[src/rtl/vga_fb_arbiter_if.sv]
// Framebuffer bus bundle: two write requesters plus the single-port RAM port.
// The arbiter is the slave; requesters/RAM model drive the master side.
interface vga_fb_arbiter_if #(
  parameter int AW = 15,
  parameter int DW = 8
);
  logic          w0_valid;
  logic [AW-1:0] w0_addr;
  logic [DW-1:0] w0_data;
  logic          w0_ready;
  logic          w1_valid;
  logic [AW-1:0] w1_addr;
  logic [DW-1:0] w1_data;
  logic          w1_ready;
  logic [AW-1:0] mem_addr;
  logic          mem_we;
  logic [DW-1:0] mem_wdata;
  logic [DW-1:0] mem_rdata;

  modport slave (
    input  w0_valid, w0_addr, w0_data, w1_valid, w1_addr, w1_data, mem_rdata,
    output w0_ready, w1_ready, mem_addr, mem_we, mem_wdata
  );

  modport master (
    output w0_valid, w0_addr, w0_data, w1_valid, w1_addr, w1_data, mem_rdata,
    input  w0_ready, w1_ready, mem_addr, mem_we, mem_wdata
  );
endinterface

[src/rtl/vga_fb_arbiter.sv]
// Framebuffer RAM owner: display reads first, spare slots go to a clear sequencer or two
// round-robin writers. Define VGA_FB_GAP_SLOT_EN to also free the non-fetch active-video cycles.
module vga_fb_arbiter #(
  parameter int FB_W        = 160,
  parameter int FB_H        = 120,
  parameter int SCALE_SHIFT = 2,
  parameter int AW          = 15,
  parameter int DW          = 8,
  parameter int CLEAR_COLOR = 0
) (
  input  logic          clk_25mhz,
  input  logic          reset_n,
  input  logic [9:0]    pixel_x,
  input  logic [9:0]    pixel_y,
  input  logic          video_on,
  input  logic          hsync_in,
  input  logic          vsync_in,
  input  logic          clear_req,
  output logic          clear_busy,
  output logic          clear_done,
  output logic [DW-1:0] pix_rgb,
  output logic          hsync_out,
  output logic          vsync_out,
  vga_fb_arbiter_if.slave bus
);

  localparam int            NWORDS    = FB_W * FB_H;
  localparam logic [AW-1:0] LAST_ADDR = AW'(NWORDS - 1);
  localparam logic [0:0]    ST_IDLE   = 1'b0;
  localparam logic [0:0]    ST_CLEAR  = 1'b1;

  logic [0:0]    state_q, state_d;
  logic [AW-1:0] clr_cnt_q, clr_cnt_d;
  logic          last_grant_q, last_grant_d;
  logic          vid_d1_q, vid_d1_d;
  logic          rd_d1_q, rd_d1_d;
  logic          hs1_q, hs1_d, hs2_q, hs2_d;
  logic          vs1_q, vs1_d, vs2_q, vs2_d;
  logic [DW-1:0] pix_q, pix_d;

  logic          disp_need;
  logic [AW-1:0] disp_addr;
  logic          pick0, pick1;
  logic          w0_in_range, w1_in_range;

`ifdef VGA_FB_GAP_SLOT_EN
  assign disp_need = video_on && (pixel_x[SCALE_SHIFT-1:0] == '0);
`else
  assign disp_need = video_on;
`endif

  // Arithmetic is done at AW bits so the address wraps exactly like the RAM port.
  assign disp_addr = AW'(pixel_y >> SCALE_SHIFT) * AW'(FB_W) + AW'(pixel_x >> SCALE_SHIFT);

  // last_grant_q=1 means writer 1 won last, so writer 0 takes the next tie.
  assign pick0 = bus.w0_valid && (!bus.w1_valid || last_grant_q);
  assign pick1 = bus.w1_valid && (!bus.w0_valid || !last_grant_q);
  assign w0_in_range = 32'(bus.w0_addr) < 32'(NWORDS);
  assign w1_in_range = 32'(bus.w1_addr) < 32'(NWORDS);

  always_comb begin
    state_d       = state_q;
    clr_cnt_d     = clr_cnt_q;
    last_grant_d  = last_grant_q;
    bus.w0_ready  = 1'b0;
    bus.w1_ready  = 1'b0;
    bus.mem_we    = 1'b0;
    bus.mem_addr  = '0;
    bus.mem_wdata = '0;
    clear_done    = 1'b0;
    if (disp_need) begin
      bus.mem_addr = disp_addr;
    end else if (state_q == ST_IDLE) begin
      if (clear_req) begin
        state_d   = ST_CLEAR;
        clr_cnt_d = '0;
      end else if (pick0) begin
        bus.w0_ready  = 1'b1;
        bus.mem_addr  = bus.w0_addr;
        bus.mem_wdata = bus.w0_data;
        bus.mem_we    = w0_in_range;
        last_grant_d  = 1'b0;
      end else if (pick1) begin
        bus.w1_ready  = 1'b1;
        bus.mem_addr  = bus.w1_addr;
        bus.mem_wdata = bus.w1_data;
        bus.mem_we    = w1_in_range;
        last_grant_d  = 1'b1;
      end
    end else begin
      bus.mem_we    = 1'b1;
      bus.mem_addr  = clr_cnt_q;
      bus.mem_wdata = DW'(CLEAR_COLOR);
      if (clr_cnt_q == LAST_ADDR) begin
        clear_done = 1'b1;
        state_d    = ST_IDLE;
        clr_cnt_d  = '0;
      end else begin
        clr_cnt_d = clr_cnt_q + AW'(1);
      end
    end
  end

  // Pixel path: address at N, RAM data at N+1, registered pixel at N+2.
  always_comb begin
    vid_d1_d = video_on;
    rd_d1_d  = disp_need;
    hs1_d    = hsync_in;
    hs2_d    = hs1_q;
    vs1_d    = vsync_in;
    vs2_d    = vs1_q;
    pix_d    = pix_q;
    if (!vid_d1_q) begin
      pix_d = '0;
    end else if (rd_d1_q) begin
      pix_d = bus.mem_rdata;
    end
  end

  always_ff @(posedge clk_25mhz or negedge reset_n) begin
    if (!reset_n) begin
      state_q      <= ST_IDLE;
      clr_cnt_q    <= '0;
      last_grant_q <= 1'b1;
      vid_d1_q     <= 1'b0;
      rd_d1_q      <= 1'b0;
      hs1_q        <= 1'b1;
      hs2_q        <= 1'b1;
      vs1_q        <= 1'b1;
      vs2_q        <= 1'b1;
      pix_q        <= '0;
    end else begin
      state_q      <= state_d;
      clr_cnt_q    <= clr_cnt_d;
      last_grant_q <= last_grant_d;
      vid_d1_q     <= vid_d1_d;
      rd_d1_q      <= rd_d1_d;
      hs1_q        <= hs1_d;
      hs2_q        <= hs2_d;
      vs1_q        <= vs1_d;
      vs2_q        <= vs2_d;
      pix_q        <= pix_d;
    end
  end

  assign clear_busy = (state_q == ST_CLEAR);
  assign pix_rgb    = pix_q;
  assign hsync_out  = hs2_q;
  assign vsync_out  = vs2_q;

endmodule

[src/flat_wrapper.sv]
// flat-port wrapper written by rule: the top's interface ports become plain ports
module vga_fb_arbiter_flat 
#(
  parameter int FB_W        = 160,
  parameter int FB_H        = 120,
  parameter int SCALE_SHIFT = 2,
  parameter int AW          = 15,
  parameter int DW          = 8,
  parameter int CLEAR_COLOR = 0
)
  (clk_25mhz, reset_n, pixel_x, pixel_y, video_on, hsync_in, vsync_in, clear_req, clear_busy, clear_done, pix_rgb, hsync_out, vsync_out, bus_w0_valid, bus_w0_addr, bus_w0_data, bus_w1_valid, bus_w1_addr, bus_w1_data, bus_mem_rdata, bus_w0_ready, bus_w1_ready, bus_mem_addr, bus_mem_we, bus_mem_wdata);
  vga_fb_arbiter_if #(.AW(AW), .DW(DW)) bus_i ();
  input  logic clk_25mhz;
  input  logic reset_n;
  input  logic [9:0] pixel_x;
  input  logic [9:0] pixel_y;
  input  logic video_on;
  input  logic hsync_in;
  input  logic vsync_in;
  input  logic clear_req;
  output logic clear_busy;
  output logic clear_done;
  output logic [DW-1:0] pix_rgb;
  output logic hsync_out;
  output logic vsync_out;
  input wire logic [$bits(bus_i.w0_valid)-1:0] bus_w0_valid;
  input wire logic [$bits(bus_i.w0_addr)-1:0] bus_w0_addr;
  input wire logic [$bits(bus_i.w0_data)-1:0] bus_w0_data;
  input wire logic [$bits(bus_i.w1_valid)-1:0] bus_w1_valid;
  input wire logic [$bits(bus_i.w1_addr)-1:0] bus_w1_addr;
  input wire logic [$bits(bus_i.w1_data)-1:0] bus_w1_data;
  input wire logic [$bits(bus_i.mem_rdata)-1:0] bus_mem_rdata;
  output wire logic [$bits(bus_i.w0_ready)-1:0] bus_w0_ready;
  output wire logic [$bits(bus_i.w1_ready)-1:0] bus_w1_ready;
  output wire logic [$bits(bus_i.mem_addr)-1:0] bus_mem_addr;
  output wire logic [$bits(bus_i.mem_we)-1:0] bus_mem_we;
  output wire logic [$bits(bus_i.mem_wdata)-1:0] bus_mem_wdata;
  assign bus_i.w0_valid = bus_w0_valid;
  assign bus_i.w0_addr = bus_w0_addr;
  assign bus_i.w0_data = bus_w0_data;
  assign bus_i.w1_valid = bus_w1_valid;
  assign bus_i.w1_addr = bus_w1_addr;
  assign bus_i.w1_data = bus_w1_data;
  assign bus_i.mem_rdata = bus_mem_rdata;
  assign bus_w0_ready = bus_i.w0_ready;
  assign bus_w1_ready = bus_i.w1_ready;
  assign bus_mem_addr = bus_i.mem_addr;
  assign bus_mem_we = bus_i.mem_we;
  assign bus_mem_wdata = bus_i.mem_wdata;
  vga_fb_arbiter #(.FB_W(FB_W), .FB_H(FB_H), .SCALE_SHIFT(SCALE_SHIFT), .AW(AW), .DW(DW), .CLEAR_COLOR(CLEAR_COLOR)) u_core (.clk_25mhz(clk_25mhz), .reset_n(reset_n), .pixel_x(pixel_x), .pixel_y(pixel_y), .video_on(video_on), .hsync_in(hsync_in), .vsync_in(vsync_in), .clear_req(clear_req), .clear_busy(clear_busy), .clear_done(clear_done), .pix_rgb(pix_rgb), .hsync_out(hsync_out), .vsync_out(vsync_out), .bus(bus_i));
endmodule
[config.mk]
export PLATFORM = sky130hd
export DESIGN_NAME = vga_fb_arbiter_flat
export DESIGN_NICKNAME = d
export VERILOG_FILES = /design/src/rtl/vga_fb_arbiter_if.sv /design/src/rtl/vga_fb_arbiter.sv /design/src/flat_wrapper.sv
export SDC_FILE = /design/constraint.sdc
export NUM_CORES = 1
export LEC_CHECK = 0
export ABC_AREA = 1
export CORE_UTILIZATION = 43
export CTS_BUF_LIST = sky130_fd_sc_hd__clkbuf_8
export DETAILED_ROUTE_END_ITERATION = 16
export GPL_ROUTABILITY_DRIVEN = 0
export MAX_ROUTING_LAYER = met4
export PLACE_DENSITY = 0.94
export SLEW_MARGIN = 5
export SYNTH_ARGS = -nofsm -noshare
export SYNTH_HDL_FRONTEND = slang
export SYNTH_SLANG_ARGS = --single-unit
[constraint.sdc]
create_clock -name clk_25mhz -period 4.15 [get_ports clk_25mhz]
set_input_delay 1.0375 -clock clk_25mhz [delete_from_list [all_inputs] [get_ports clk_25mhz]]
set_output_delay 1.0375 -clock clk_25mhz [all_outputs]
set_load 0.02 [all_outputs]
After elaboration in Yosys (flattened, before gate mapping) --
Cells that the tools add are included.
Cells by class: $add $sub $neg 2, multipliers 1, $lt $le $gt $ge 2, equality and inequality tests 1, mux-type cells 36, bitwise operators 3, reductions and logical operators 11
Operator list (count):
- two-way mux 15 bit | 8
- two-way mux 8 bit | 6
- less-than comparator 15 bit, second input constant | 2
- two-way mux 1 bit | 22
- adder 15 x 1 -> 15 bit, second input constant | 1
- adder 15 x 8 -> 15 bit | 1
- == test 15 bit, second input constant | 1
- multiplier 8 x 3 -> 10 bit, second input constant | 1
- AND reduction 4 bit | 1
- nonzero test 2 bit | 2
- zero test 1 bit | 3
- inverter 1 bit | 3
- logical AND 1 bit | 2
- logical OR 1 bit | 2
- AND reduction 2 bit | 1
Storage, ports and cells: flip-flop bits (word level) 30, bits of input ports 82, output and inout bits 38, word-level logic and storage cells 65

Logic depth before layout (Yosys ltp) --
Gate-level depths: netlist of the first run.
depth after elaboration 8, gate-level depth with buffers 14, depth with buffers taken out 14

Worst setup path after synthesis of the first run --
Ideal clock, no wire load.
path kind input to output, start point in pixel_y[3], end point out bus_mem_addr[12], arrival time 3.014 ns, data required time 3.113 ns, setup slack 0.098 ns, cell stages on the path 11, buffers on the path 0, path through ha_1 -> ha_1 -> inv_1 -> fa_1 -> nor2_1 -> nand3_1 -> nor2_1 -> nand2_1 -> nand2_1 -> nand2_1 -> o21ai_0
Between the ends: longest elaborated chain between the ends 3
RTL lines:
- from (decl) | line flat_wrapper.sv:16 | input logic [9:0] pixel_y;
- multiplier 8 x 3 -> 10 bit | line vga_fb_arbiter.sv:53 | assign disp_addr = AW'(pixel_y >> SCALE_SHIFT) * AW'(FB_W) + AW'(pixel_x >> SCALE_SHIFT);
- adder 15 x 8 -> 15 bit | line vga_fb_arbiter.sv:53
- two-way mux 15 bit | line vga_fb_arbiter.sv:71 | if (disp_need) begin
- to (decl) | line flat_wrapper.sv:35 | output wire logic [$bits(bus_i.mem_addr)-1:0] bus_mem_addr;
Every way passes these cells.

Final worst setup path of the first run --
start point in pixel_y[3], end point out bus_mem_addr[11]
The elaborated chain is that of the path after synthesis.

==> results of run 1 <==
routing by layer:
metal / track usage / vias to the layer above / wire [um]
met5: - / - / 0
met4: 0.1214 / 0 / 384
met3: 0.05143 / 51 / 1064
met2: 0.4889 / 260 / 4445
met1: 0.3397 / 1507 / 3284
li1: - / 1500 / -
what timing repair did:
| item | 4_1_cts | 5_1_grt |
|---|---|---|
| resized for setup | 45 | 40 |
| setup endpoints to repair | 9 | 8 |
| hold buffers | 0 | 0 |
| buffers inserted | 1 | 2 |
| pin swaps | 10 | 11 |
| cloned | 0 | 0 |
layout make-up:
class | instances | area, um2
flip-flops and latches | 30 | 757.0
clock inverters | 3 | 13.76
inverters | 56 | 215.2
well taps | 72 | 90.09
multi-input cells | 269 | 1752
repair buffers | 146 | 1354
clock buffers | 5 | 68.82
fillers | 385 | 1425
registers in the layout, indices dropped and copies added (netlist names):
name	flops
u_core.last_grant_q	1
u_core.vs1_q	1
u_core.pix_rgb	8
u_core.clear_busy	1
u_core.hs1_q	1
u_core.clr_cnt_q	15
u_core.vid_d1_q	1
u_core.hsync_out	1
u_core.vsync_out	1
metrics by stage:
stage | std cells | TNS [ns]
finish | 581 | -0.07791
global route | 581 | -0.3540
CTS | 579 | -0.002303
detailed placement | 570 | -4.591
global placement | 570 | -4.059
floorplan | 362 | 0
power groups by stage:
stage | Combinational [uW] | Clock (uW) | Sequential [uW]
after detailed placement | 528 | 0 | 404
after floorplan | 285 | 0 | 395
final | 574 | 226 | 402
after global placement | 509 | 0 | 401
after CTS | 531 | 226 | 400
after global routing | 622 | 242 | 411
placed cells by master (no fill, tap or decap), types with 3 or more instances in the layout:
master and n:
nor3_1 5, nand2_1 80, a31oi_1 5, o22ai_1 4
clkdlybuf4s50_1 99, nor2_2 7, inv_2 7, nand2_2 10
ha_4 9, nor2_1 29, clkbuf_2 4, ha_1 6
o2111ai_1 5, nor3_2 3, nand3_2 4, xor2_1 5
nand4_1 5, a22o_1 8, dfrtp_1 25, a21oi_1 16
buf_4 35, o21ai_0 8, dfstp_2 5, nor2_4 7
clkbuf_8 5, dlymetal6s2s_1 4, nand3_1 24, o21ai_1 5
inv_1 48
worst max-delay path: stages:
cell	delay, ns
buf_2	0.12
ha_4	0.27
ha_4	0.13
inv_2	0.04
fa_1	0.51
nor2_2	0.17
nand3_2	0.11
nor2_2	0.15
buf_4	0.14
a21oi_1	0.06
o21ai_0	0.10
nand2_1	0.12
buf_4	0.18
cell families (layout without fill, tap and decap cells):
| group | after synthesis | in the layout | synth area share |
|---|---|---|---|
| buf+inv | 63 | 210 | 0.1017 |
| compound gates | 65 | 65 | 0.1675 |
| xor+xnor | 6 | 6 | 0.02015 |
| fa+ha+maj | 18 | 18 | 0.09213 |
| simple gates | 180 | 180 | 0.3282 |
| flops | 30 | 30 | 0.2903 |
final timing paths:
check / startpoint / end / slack (ns) / cells past startpoint
worst min-delay path: u_core.hs1_q / u_core.hsync_out / 0.36 / 0
worst max register to register: u_core.clr_cnt_q[1] / u_core.clr_cnt_q[5] / 2.49 / 8
min in group asynchronous: reset_n / u_core.vid_d1_q / 1.16 / 2
worst min register to register: u_core.hs1_q / u_core.hsync_out / 0.36 / 0
max in group asynchronous: reset_n / u_core.hsync_out / 2.66 / 2
worst max-delay path: pixel_y[3] / bus_mem_addr[11] / -0.04 / 13
==> results_dict.tcl, run 1 <==
set metrics [dict create \
    cp-end-kind "primary output" \
    viasPerCell 5.711 \
    num-nets-final 608 \
    drtAntennaViolNets 0 \
    violations "negative setup slack" \
    async_flop_share 1.000 \
    synth.distinct_cells 46 \
    crit_type "primary input to primary output" \
    pwr-share-clk 0.188 \
    portBuffers 115 \
    post-synth-top-count-cell "nand2_1" \
    irDropWorstVdd_uv 229.9 \
    synthTopCellsByArea "dfrtp_1 24%, nand2_1 12%, ha_1 7.7%" \
    drive_gt1_frac 0.2220 \
    hpwl_um 6671 \
    grt_overflow 0 \
    drc 0 \
    period_share 1.010 \
    grt.total_usage 0.2900 \
    cap_violations 0 \
    grt_start_max_net_pins 31 \
    grt_pass1_wl_um 14120 \
    clk_pin_slew_worst_paths_ns 0.06 \
    cts.path.max_buffers 2 \
    insertion_delay_ns 0.28 \
    root_buffer "clkbuf_8" \
    yosysWarningCount 0 \
    grt_pass1_vias 3233 \
    p_seq_frac 0.334 \
    die_h_um 79.87 \
    fmax_ghz 0.2385 \
    intPower_uw 724.7 \
    die_width_um 79.87 \
    synth_edf_count 0 \
    postLayoutCellArea_mm2 0.004250 \
    core.rowCount 27 \
    p_sw_frac 0.3968 \
    dp_slack_ns -0.7855 \
    setup_violations 2 \
    hold_viol_final 0 \
    critPathRequiredTime_ns 3.11 \
    netlist_area_mm2 0.002608 \
    synth.top_cell.area_share 0.2399 \
    cts.sinks 30 \
    yosysTopAreaCell "dfrtp_1" \
    tightest_slew_ns 0.3872 \
    seq_area_frac_synth 0.2903 \
    antenna_found_initial 0 \
    dr.first_iter.drc_count 357 \
    cts_buffers 5 \
    avgSynthCellArea_um2 7.203 \
    cellPowerDensity_mw_per_mm2 282.7 \
    synth-main-ff-cell "dfrtp_1" \
    syn_inst 362 \
    cp_max_fo 2 \
    fin_worst_skew_ns 0.008168 \
    avgRoutedWirePerCell_um 15.80 \
    start_util 0.4594 \
    vias 3318 \
    hold_ws_ns 0.3554 \
    dieArea_mm2 0.006379 \
    core_mm2 0.005675 \
    synth_fp_nets 462 \
    slew_headroom 0.7419 \
    start_kind "primary input" \
    placed_cell_area_mm2 0.004009 \
    combPwrFrac 0.478 \
    antennaDiodeCount 0 \
    status "complete, but fails checks" \
    p_leak_uw 0.001965 \
    hold_path.class "flop to flop" \
    tritoncts "yes" \
    slew_violations 0 \
    switchingPower_uw 476.7 \
    netlist_top_cells_count "86 x nand2_1, 50 x inv_1, 33 x nor2_1" \
    worst_slack_ns -0.04217 \
    firstDrtPassIters 5 \
    p_total_uw 1201 \
    wirelength_um 9179 \
    pin_count 120 \
    postLayoutCoreUtil 0.7489 \
    synth_seq_cells 30 \
    cts_max_level 2 \
    rsz0062_at_grt "yes" \
    fin_crit_ns 4.192 \
    worstPathArrival_ns 3.15 \
    area_growth_pct 63.00 \
]
Power figures use the tool's default switching activity.
==> run 2: changes to the inputs <==
- clock period: 4.15 -> 3.9 ns (I/O delays scaled with it)
==> run 2 against run 1 <==
The run still ends with negative setup slack left; critical endpoint is now bus_mem_addr[13]; setup slack got worse by 0.096 ns; sequential power rose by 7.0%; hold slack barely moved; global-route usage rose by 1.7 points; critical path type unchanged; combinational power rose by 12%; sequential share of layout area fell by 0.49 points; highest routed layer unchanged; utilization rose by 2.1 points; wire length rose by 8.9%; largest cell class unchanged; via count rose by 2.1%; total power rose by 11%; first-iteration DRC count rose by 7.6%; final cell count rose by 0.86%.
==> results_dict.tcl, run 2 (same netlist as run 1, synthesis figures left out) <==
set metrics [dict create \
    status "complete, but fails checks" \
    firstDrtPassIters 6 \
    layout_common_cells "97 x clkdlybuf4s50_1, 80 x nand2_1, 46 x inv_1, 37 x buf_4, 28 x nor2_1" \
    crit_end "bus_mem_addr[13]" \
    placed_cell_area_mm2 0.004046 \
    multi_input_area_mm2 0.001798 \
    vias 3388 \
    slew_headroom 0.7227 \
    slew_violations 0 \
    cts-hold-fix-buffers 0 \
    core.rowCount 27 \
    drive_gt1_frac 0.2432 \
    cellPowerDensity_mw_per_mm2 305.6 \
    dp.cells 575 \
    die_h_um 79.87 \
    die_width_um 79.87 \
    r2r-start "u_core.clr_cnt_q[1]" \
    grt_pass1_wl_um 14820 \
    num-nets-final 613 \
    pin_count 120 \
    cts_buffers 5 \
    hold_ws_ns 0.3557 \
    hold_viol_final 0 \
    period_share 1.035 \
    cp-end-kind "primary output" \
    worst_slack_ns -0.1381 \
    reg2reg_to "u_core.clr_cnt_q[3]" \
    rsz0062_at_grt "yes" \
    grt_overflow 0 \
    hpwl_um 6702 \
    cp_max_fo 2 \
    setup_violations 6 \
    grt_pass1_vias 3275 \
    drtAntennaViolNets 0 \
    antennaDiodeCount 0 \
    start_kind "primary input" \
    grt_start_max_net_pins 31 \
    grt.total_usage 0.3070 \
    fin_crit_ns 4.038 \
    cts.sinks 30 \
    seqCellArea_um2 757.0 \
    drc 0 \
    viasPerCell 5.782 \
    fin_worst_skew_ns 0.008856 \
    dr.first_iter.drc_count 384 \
    reg2reg_slack_ns 2.22 \
    cts.path.max_buffers 2 \
    hold_path.class "flop to flop" \
    clk_pin_slew_worst_paths_ns 0.07 \
    area_growth_pct 67.66 \
    tritoncts "yes" \
    critPathRequiredTime_ns 2.92 \
    crit_type "primary input to primary output" \
    antenna_found_initial 0 \
    postLayoutCellArea_mm2 0.004372 \
    final_common_cell "clkdlybuf4s50_1" \
    portBuffers 115 \
    dieArea_mm2 0.006379 \
    core_mm2 0.005675 \
    root_buffer "clkbuf_8" \
    largest_reg_flops 15 \
    crit_start "pixel_y[5]" \
    worstPathArrival_ns 3.06 \
    fmax_ghz 0.2476 \
    irDropWorstVdd_uv 238.2 \
    fin_cells 586 \
    wirelength_um 9998 \
    cts_max_level 2 \
    start_util 0.4594 \
    insertion_delay_ns 0.29 \
    cap_violations 0 \
    n_fill_cell 359 \
    violations "negative setup slack" \
    p_leak_uw 0.002006 \
    ff2ff_path_depth 8 \
    tightest_slew_ns 0.4159 \
    largest-register "u_core.clr_cnt_q" \
    avgRoutedWirePerCell_um 17.06 \
]
-- run 2: cell types whose count changed in the layout (fill, tap and decap cells not counted), moves of 3 or more --
cell / previous run / this run
dlygate4sd2_1: 1 / 4
buf_6: 1 / 6
clkbuf_2: 4 / 0
nor2_4: 7 / 10
-- run 2: metal layers --
layer  up-vias  GRT usage  routed length, um
li1       1506          -                  -
met1      1549     0.3611               3598
met2       273     0.5051               4839
met3        60    0.05371               1058
met4         0     0.1518                501
met5         -          -                  0
-- run 2: metrics by stage --
step / worst slack, ns / TNS (ns) / utilization / power [uW]
after CTS: -0.05064 / -0.05064 / 0.7452 / 1264
final: -0.1381 / -0.4918 / 0.7703 / 1336
after global placement: -0.8466 / -5.038 / 0.7130 / 972.0
after floorplan: 0.07099 / 0 / - / 723.9
after detailed placement: -0.9766 / -5.723 / 0.7130 / 994.6
after global routing: -0.2244 / -0.9275 / 0.7703 / 1408
-- run 2: worst max-delay path: stages --
cell,delay (ns)
buf_8,0.10
ha_4,0.27
ha_4,0.14
inv_2,0.04
fa_2,0.50
nor2_4,0.18
nand3_4,0.13
nor2_4,0.17
nand2_2,0.08
nor2_4,0.12
nand2_1,0.05
nand2_1,0.09
o21ai_2,0.07
buf_6,0.15
-- run 2: what timing repair did --
| item | CTS | global route |
|---|---|---|
| pin swaps | 10 | 12 |
| endpoints found under the setup margin | 9 | 12 |
| gates resized for setup | 67 | 47 |
| hold endpoints to repair | 0 | 0 |
| setup buffers | 1 | 2 |
-- run 2: how the worst min path moves through the flow --
stage / start / endpoint / slack [ns] / cells past startpoint
floorplan: u_core.hs1_q / u_core.hsync_out / 0.35 / 0
global placement: u_core.hs1_q / u_core.hsync_out / 0.35 / 0
detailed placement: u_core.hs1_q / u_core.hsync_out / 0.35 / 0
CTS: u_core.hs1_q / u_core.hsync_out / 0.36 / 0
global route: u_core.hs1_q / u_core.hsync_out / 0.36 / 0
finish: u_core.hs1_q / u_core.hsync_out / 0.36 / 0
-- run 2: final cells by class --
| type | count | share of cell area |
|---|---|---|
| repair buffers | 151 | 0.3246 |
| inverters | 56 | 0.04980 |
| multi-input cells | 269 | 0.4113 |
| clock buffers | 5 | 0.01574 |
| clock inverters | 3 | 0.004865 |
| flip-flops and latches | 30 | 0.1732 |
| well taps | 72 | 0.02061 |
-- run 2: power breakdown --
part           leakage [uW]  switching, uW  internal (uW)
sequential         0.000366           67.0            363
clock             0.0000441            139            125
combinational       0.00160            342            300
